### src/rtl/sp_pkg.sv
// Shared core types and widths used by the register-file write-back front end.
package sp_pkg;

    localparam int unsigned XLEN              = 32;
    localparam int unsigned REG_ADDR_WIDTH    = 5;
    localparam int unsigned WB_LSU_FIFO_DEPTH = 2;

    typedef struct packed {
        logic [REG_ADDR_WIDTH-1:0] addr;
        logic [XLEN-1:0]           data;
    } wb_req_t;

    typedef enum logic {
        GRANT_ALU = 1'b0,
        GRANT_LSU = 1'b1
    } wb_src_e;

endpackage

### src/rtl/wb_fifo.sv
// Small synchronous FIFO of write-back requests; push is ignored when full, pop when empty.
import sp_pkg::*;

module wb_fifo #(
    parameter int unsigned DEPTH = 2,
    localparam int unsigned AW   = $clog2(DEPTH),
    localparam int unsigned CW   = AW + 1
) (
    input  logic          clk_i,
    input  logic          arst_ni,
    input  logic          push_i,
    input  wb_req_t       push_data_i,
    input  logic          pop_i,
    output wb_req_t       head_o,
    output logic          full_o,
    output logic          empty_o,
    output logic [CW-1:0] count_o
);

    wb_req_t         mem_r [DEPTH];
    logic [AW-1:0]   wr_ptr_r;
    logic [AW-1:0]   rd_ptr_r;
    logic [CW-1:0]   count_r;
    logic            push_s;
    logic            pop_s;

    assign full_o  = (count_r == CW'(DEPTH));
    assign empty_o = (count_r == {CW{1'b0}});
    assign count_o = count_r;
    assign head_o  = mem_r[rd_ptr_r];
    assign push_s  = push_i && !full_o;
    assign pop_s   = pop_i && !empty_o;

    // Storage and pointers; power-of-two depth lets the pointers wrap naturally.
    always_ff @(posedge clk_i or negedge arst_ni) begin
        if (!arst_ni) begin
            for (int i = 0; i < int'(DEPTH); i++) begin
                mem_r[i] <= '0;
            end
            wr_ptr_r <= {AW{1'b0}};
            rd_ptr_r <= {AW{1'b0}};
        end else begin
            if (push_s) begin
                mem_r[wr_ptr_r] <= push_data_i;
                wr_ptr_r        <= wr_ptr_r + AW'(1);
            end
            if (pop_s) begin
                rd_ptr_r <= rd_ptr_r + AW'(1);
            end
        end
    end

    // Occupancy; simultaneous push and pop leaves it unchanged.
    always_ff @(posedge clk_i or negedge arst_ni) begin
        if (!arst_ni) begin
            count_r <= {CW{1'b0}};
        end else begin
            case ({push_s, pop_s})
                2'b10:   count_r <= count_r + CW'(1);
                2'b01:   count_r <= count_r - CW'(1);
                default: count_r <= count_r;
            endcase
        end
    end

endmodule

### src/rtl/regfile_writeback.sv
// Register-file write-port front end: fair ALU/LSU arbitration with a buffered LSU path
// and a registered write port.
import sp_pkg::*;

module regfile_writeback #(
    parameter int unsigned LSU_FIFO_DEPTH = WB_LSU_FIFO_DEPTH,
    localparam int unsigned CW            = $clog2(LSU_FIFO_DEPTH) + 1
) (
    input  logic                      clk_i,
    input  logic                      arst_ni,
    input  logic                      alu_valid_i,
    output logic                      alu_ready_o,
    input  logic [REG_ADDR_WIDTH-1:0] alu_rd_addr_i,
    input  logic [XLEN-1:0]           alu_rd_data_i,
    input  logic                      lsu_valid_i,
    output logic                      lsu_ready_o,
    input  logic [REG_ADDR_WIDTH-1:0] lsu_rd_addr_i,
    input  logic [XLEN-1:0]           lsu_rd_data_i,
    output logic [REG_ADDR_WIDTH-1:0] rd_addr_o,
    output logic [XLEN-1:0]           rd_data_o,
    output logic                      rd_en_o,
    output logic                      busy_o,
    output logic [CW-1:0]             lsu_count_o
);

    wb_req_t alu_req_s;
    wb_req_t lsu_req_s;
    wb_req_t fifo_head_s;
    wb_req_t win_req_s;
    logic    fifo_full_s;
    logic    fifo_empty_s;
    logic    grant_alu_s;
    logic    grant_lsu_s;
    logic    contested_s;
    wb_src_e last_grant_r;

    assign alu_req_s   = '{addr: alu_rd_addr_i, data: alu_rd_data_i};
    assign lsu_req_s   = '{addr: lsu_rd_addr_i, data: lsu_rd_data_i};
    assign lsu_ready_o = !fifo_full_s;
    assign alu_ready_o = grant_alu_s;
    assign busy_o      = !fifo_empty_s || rd_en_o;

    wb_fifo #(
        .DEPTH (LSU_FIFO_DEPTH)
    ) u_lsu_fifo (
        .clk_i       (clk_i),
        .arst_ni     (arst_ni),
        .push_i      (lsu_valid_i && lsu_ready_o),
        .push_data_i (lsu_req_s),
        .pop_i       (grant_lsu_s),
        .head_o      (fifo_head_s),
        .full_o      (fifo_full_s),
        .empty_o     (fifo_empty_s),
        .count_o     (lsu_count_o)
    );

    // Grant selection: the buffered LSU head competes with the live ALU request.
    always_comb begin
        grant_alu_s = 1'b0;
        grant_lsu_s = 1'b0;
        contested_s = 1'b0;
        if (fifo_empty_s) begin
            grant_alu_s = alu_valid_i;
        end else if (!alu_valid_i) begin
            grant_lsu_s = 1'b1;
        end else begin
            contested_s = 1'b1;
            grant_lsu_s = (last_grant_r == GRANT_ALU);
            grant_alu_s = (last_grant_r == GRANT_LSU);
        end
        if (grant_alu_s) begin
            win_req_s = alu_req_s;
        end else begin
            win_req_s = fifo_head_s;
        end
    end

    // Round-robin history advances only when both sources actually competed.
    always_ff @(posedge clk_i or negedge arst_ni) begin
        if (!arst_ni) begin
            last_grant_r <= GRANT_ALU;
        end else if (contested_s) begin
            last_grant_r <= grant_lsu_s ? GRANT_LSU : GRANT_ALU;
        end else begin
            last_grant_r <= last_grant_r;
        end
    end

    // Write port register; x0 targets are consumed but never enabled.
    always_ff @(posedge clk_i or negedge arst_ni) begin
        if (!arst_ni) begin
            rd_addr_o <= {REG_ADDR_WIDTH{1'b0}};
            rd_data_o <= {XLEN{1'b0}};
            rd_en_o   <= 1'b0;
        end else if (grant_alu_s || grant_lsu_s) begin
            rd_addr_o <= win_req_s.addr;
            rd_data_o <= win_req_s.data;
            rd_en_o   <= (win_req_s.addr != {REG_ADDR_WIDTH{1'b0}});
        end else begin
            rd_en_o   <= 1'b0;
        end
    end

endmodule

### config.mk
export PLATFORM = sky130hd
export DESIGN_NAME = regfile_writeback
export DESIGN_NICKNAME = d
export VERILOG_FILES = /design/src/rtl/sp_pkg.sv /design/src/rtl/wb_fifo.sv /design/src/rtl/regfile_writeback.sv
export SDC_FILE = /design/constraint.sdc
export NUM_CORES = 1
export LEC_CHECK = 0
export BUFFER_PORTS_ARGS = -buffer_cell sky130_fd_sc_hd__clkbuf_2
export CAP_MARGIN = 5
export CORE_ASPECT_RATIO = 1.75
export CORE_MARGIN = 4
export CORE_UTILIZATION = 55
export DETAILED_ROUTE_END_ITERATION = 8
export MAX_ROUTING_LAYER = met4
export PLACE_DENSITY = 0.88
export SETUP_SLACK_MARGIN = 0.1
export SLEW_MARGIN = 20
export SYNTH_ARGS = -nofsm -noshare
export SYNTH_HDL_FRONTEND = slang
export SYNTH_SLANG_ARGS = --single-unit
### constraint.sdc
create_clock -name clk_i -period 2.1 [get_ports clk_i]
set_input_delay 0.105 -clock clk_i [delete_from_list [all_inputs] [get_ports clk_i]]
set_output_delay 0.105 -clock clk_i [all_outputs]
set_load 0.01 [all_outputs]
* Yosys cells after proc, flatten, opt, wreduce, memory -nomap -nowiden *
Index checks and enable logic that the tools add are counted.

operators by class
  add/sub/neg operators = 4
  $lt $le $gt $ge = 3
  equal/unequal tests = 3
  muxes and demuxes = 16
  bitwise logic cells = 3
  reduce and logical (&&, ||, !) cells = 11

operator list
  operator                                                                       count
  37-bit two-way mux                                                             5
  74-bit bitwise mux                                                             1
  37-bit demux with 1-bit select                                                 1
  1-bit two-way mux                                                              8
  5-bit nonzero test                                                             1
  2-bit equality test (second input constant)                                    2
  2-bit >= comparator (second input constant)                                    2
  1-bit logical AND                                                              4
  1-bit NOT with 2-bit output                                                    2
  2-bit one-hot mux with 2 select lines                                          1
  1-bit adder (second input constant)                                            2
  2-bit by 1-bit adder with 2-bit output (second input constant)                 1
  2-bit by 1-bit equality test with 1-bit output (second input constant)         1
  1-bit logical NOT                                                              2
  2-bit logical NOT                                                              1
  1-bit logical OR                                                               2
  2-bit by 1-bit less-than comparator with 1-bit output (second input constant)  1
  2-bit nonzero test                                                             1
  2-bit by 1-bit subtractor with 2-bit output (second input constant)            1
  1-bit NOT                                                                      1

word-level totals
  flip-flop bits (word level) = 117
  output and inout port bits = 43
  word-level logic and storage cells = 51

* Depth between registers and ports, before layout *
  word-level depth = 7
  gate-level depth with buffers = 8
  gate-level depth less buffers = 6

* Hierarchy *
From an unflattened synthesis, not the netlist that was laid out.

unflattened totals
  cells, all modules = 436
  area, all modules = 5924.4 um^2

by module, submodules not included
  module             instances  cells an instance  area each (um^2)
  wb_fifo            1          215                3597.2
  regfile_writeback  1          221                2327.2

* Least setup slack after synthesis *
No wires, ideal clock.

  path kind = register to register
  start point = reg u_lsu_fifo.count_r[0], in the netlist u_lsu_fifo.count_o[0]
  end point = reg u_lsu_fifo.count_r[1], in the netlist u_lsu_fifo.count_o[1]
  library setup time = 79 ps
  arrival = 1758 ps
  required time = 2021 ps
  slack = 263 ps
  cell stages (with the launch flop) = 8
  buffers on the path = 2
  path through = dfrtp_1 > or2_1 > buf_6 > buf_6 > a21boi_2 > ha_1 > nor2_1 > xor2_1

between the ends
  elaborated cells between the ends (all ways) = 14
  those cells by class = add/sub (2); eq/ne (3); mux (2); reduce/logical (7)

RTL lines
  what                                                                                          RTL line                 source
  from (decl)                                                                                   wb_fifo.sv:23            logic [CW-1:0] count_r;
  from (signal assigned)                                                                        wb_fifo.sv:56            count_r <= {CW{1'b0}};
  from (signal assigned)                                                                        wb_fifo.sv:59            2'b10: count_r <= count_r + CW'(1);
  from (signal assigned)                                                                        wb_fifo.sv:60            2'b01: count_r <= count_r - CW'(1);
  2-bit logical NOT *                                                                           wb_fifo.sv:28            assign empty_o = (count_r == {CW{1'b0}});
  1-bit two-way mux *                                                                           regfile_writeback.sv:62  if (fifo_empty_s) begin
  named net grant_lsu_s                                                                         regfile_writeback.sv:33  logic grant_lsu_s;
  1-bit logical AND *                                                                           wb_fifo.sv:32            assign pop_s = pop_i && !empty_o;
  2-bit by 1-bit equality test with 1-bit output / 2-bit equality test (equally long branches)  wb_fifo.sv:58            case ({push_s, pop_s})
  2-bit one-hot mux with 2 select lines / 2-bit nonzero test (equally long branches)            --

The timed path passes the listed nets; every way through them passes the cells marked *.
A chain may end at the register's enable or synchronous reset.

* Final worst setup path *
  start point = reg u_lsu_fifo.count_r[0], in the netlist u_lsu_fifo.count_o[0]
  end point = out alu_ready_o

between the ends
  word-level cells in the longest chain between the ends = 2

RTL lines
  what               RTL line                 source
  2-bit logical NOT  wb_fifo.sv:28
  1-bit two-way mux  regfile_writeback.sv:62
  to (decl)          regfile_writeback.sv:12  output logic alu_ready_o,

No other way between the ends.

==> reports/metrics.csv <==
metric,value,unit
fin crit share,91.4,%
Detailed Place HPWL,9.68,mm
Tot GR Track Use,27.0,%
root buffer cell,clkbuf_16,
status,"complete, no violations",
CTS buffer count,17,
Netlist cell types,32,
internal reg-to-reg setup slack,0.23,ns
Post-Syn Nets,473,
Fin. Hold Viols,0,
H-Tree Depth,4,
initial antenna violation count,0,
pwr dens,1700,mW/mm2
P&R area growth vs syn,35.1,%
die height,143,um
"EDFF count, synth",0,
Max-slew headroom,61.2,%
Non-Filler Instances,729,
worst slew pin tran,0.582,ns
# IOs,121,
Crit Path Class,reg -> out,
register area share after synthesis,50.8,%
Crit path max-delay family,buffers and inverters,
Yosys warnings,0,
CP Max Fanout,31,
remaining antenna violation count,0,
"Arr. time, crit path",1.81,ns
Max Root-Sink Buffers,2,
clock sinks,117,
Static Leak,3.55,nW
share of layout cells above drive strength 1,62.0,%
Max Cap Viol,0,
First-pass DRT Iterations,4,
FP Rows,49,
critical path depth,5,
crit path buf inv count,3,
CP Capture Type,primary output,
Core ar.,0.0102,mm2
Startpoint Class,register,
CP Data Required Time,2.00,ns
number of port buffers,120,
die area,0.0122,mm2
post-DR vias/cell,5.82,
WL final,15.5,mm
Post-Synthesis Cells,394,
via count,4245,
final instance area,0.00778,mm2
dpl cells,629,
Synth Cell Area,0.00576,mm2
setup violators final,0,
TritonCTS clock tree,yes,
Ant. Diodes,0,
Final #Nets,671,
max frequency,0.521,GHz
Tightest Hold Check Type,in -> reg,
Max IR drop VDD,0.000961,V
Die W,85.3,um
CP Cell Sequence,o21bai_4 > nand2_1 > buf_4 > inv_1 > clkbuf_2,
wire length per cell,21.2,um
crit path launch,u_lsu_fifo.count_o[0]$_DFFE_PN0P_,
Synth Flop Type,dfrtp_1,
first-pass GRT wire length,24.6,mm
fin crit period,1.92,ns
reg-to-reg critical path endpoint,rd_data_o[15]$_DFFE_PN0P_,
clk_skew,0.00897,ns
synthesis-stage register bit count,117,
"Avg Cell Area, Syn",14.6,um2
total gr overflow,0,
gp weighted congestion,0.803,
Setup crit end,alu_ready_o,
largest net degree at the start of global routing,54,
async set-reset flop share out of synthesis,100,%
vias in the first global route,4818,
RR Startpoint,u_lsu_fifo.count_o[0]$_DFFE_PN0P_,
DRC,0,
"Clk Latency, worst-skew pair",0.41,ns
Clock transition at path regs,0.05,ns
Worst path max stage delay,0.51,ns
DR iter-0 viols,215,
fillers,585,
setup TNS,0,ns
"Slew Viols, Final",0,
R2R cell count,4,
dpl cell area,0.00652,mm2
Slowest cell on crit path,dfrtp_1,
Starting Density,56.2,%
RSZ-0062 raised after global routing,true,
## through the flow
step | worst slack, ns | utilization (%) | total power [W] | hold slack (ns)
6_report | 0.181 | 76.0 | 0.0132 | 0.0239
5_1_grt | 0.0810 | 76.0 | 0.0139 | 0.00663
4_1_cts | 0.132 | 75.7 | 0.0131 | 0.000414
3_5_place_dp | 0.203 | 63.7 | 0.0103 | 0.134
3_3_place_gp | 0.304 | 63.7 | 0.00990 | 0.121
2_1_floorplan | 0.263 | - | 0.00864 | -0.191
## per-layer routing
metal  track usage (%)  share of wire (%)  up-vias
met5                 -                  0        -
met4              13.8                3.0        0
met3              6.20                4.6       44
met2              47.2                 56      166
met1              28.1                 37     2178
li1                  -                  -     1857
## flip-flops by register name, indices dropped and copies added (netlist names)
signal and count:
rd_data_o 32, u_lsu_fifo.mem_r 74, rd_addr_o 5, u_lsu_fifo.rd_ptr_r 1, u_lsu_fifo.count_o 2, rd_en_o 1
u_lsu_fifo.wr_ptr_r 1, last_grant_r 1
## synthesized netlist by cell type (2+ instances only)
| master | count | share of area [%] |
|---|---|---|
| mux2_1 | 11 | 2.2 |
| o221a_1 | 8 | 1.6 |
| xnor2_1 | 4 | 0.61 |
| xor2_1 | 2 | 0.30 |
| mux2_2 | 99 | 19 |
| clkbuf_1 | 10 | 0.65 |
| or2_2 | 37 | 4.0 |
| mux2_4 | 38 | 9.9 |
| o221a_2 | 29 | 5.7 |
| buf_2 | 8 | 0.70 |
| nand2_1 | 3 | 0.20 |
| nor2_1 | 2 | 0.13 |
| dfrtp_1 | 117 | 51 |
| buf_6 | 8 | 1.6 |
## kinds of logic (layout without fill, tap and decap cells)
group	Yosys count	after routing	synth area share [%]
DFF	117	117	50.8
adders and majority gates	1	1	0.217
AOI/OAI and AO/OA	41	41	7.82
muxes	148	148	31.4
and+or+nand+nor	52	52	5.61
xor gates and xnor gates	6	6	0.913
buffers and inverters	29	237	3.17
## worst reg2reg max path, delay by kind of cell, from the launching register on
family,cells,cell delay [ns]
multiplexers,1,0.43
buffers and inverters,1,0.34
flip-flops,1,0.51
AO/OA/AOI/OAI,1,0.27
AND/OR/NAND/NOR,1,0.20
## worst min path at each step
stage / cells after the start / to / from / slack (ns)
floorplan: 0 / last_grant_r$_DFFE_PN0P_ / arst_ni / -0.19
global placement: 1 / rd_addr_o[0]$_DFFE_PN0P_ / arst_ni / 0.12
detailed placement: 1 / rd_data_o[0]$_DFFE_PN0P_ / arst_ni / 0.13
CTS: 2 / rd_data_o[20]$_DFFE_PN0P_ / alu_rd_data_i[20] / 0.0004
global route: 2 / rd_data_o[4]$_DFFE_PN0P_ / alu_rd_data_i[4] / 0.007
finish: 3 / rd_en_o$_DFF_PN0_ / alu_rd_addr_i[3] / 0.02
## layout make-up
| cell class | count | area (um2) | area share (%) |
|---|---|---|---|
| Inverter | 1 | 3.75 | 0.0483 |
| Sequential cell | 117 | 2930 | 37.7 |
| Clock buffer | 24 | 492 | 6.32 |
| Clock inverter | 5 | 50.0 | 0.644 |
| Timing Repair Buffer | 207 | 1480 | 19.1 |
| Multi-Input combinational cell | 248 | 2660 | 34.2 |
| Tap cell | 127 | 159 | 2.04 |
## power by group
| part | total, W | switching, W | internal, W |
|---|---|---|---|
| logic | 0.00632 | 0.00255 | 0.00377 |
| registers | 0.00427 | 0.000808 | 0.00346 |
| clock network | 0.00266 | 0.000936 | 0.00172 |
| total | 0.0132 | 0.00429 | 0.00896 |
## placed cells by master, fill, tap and decap left out, types with 8 or more instances in the layout
cell	n
clkbuf_2	119
mux2_4	38
dlygate4sd3_1	69
mux2_2	99
or2_2	38
clkbuf_16	17
o221a_1	8
o221a_2	29
mux2_1	11
dfrtp_1	116
buf_4	14
## what timing repair did
item | 4_1_cts | 5_1_grt
hold buffers | 68 | 1
resized for setup | 1 | 1
endpoints found under the setup margin | 1 | 2
endpoints found under the hold margin | 145 | 1
cloned | 0 | 0
pin swaps | 0 | 1
setup buffers | 0 | 2
No activity file was read; power rests on OpenSTA's default activity.
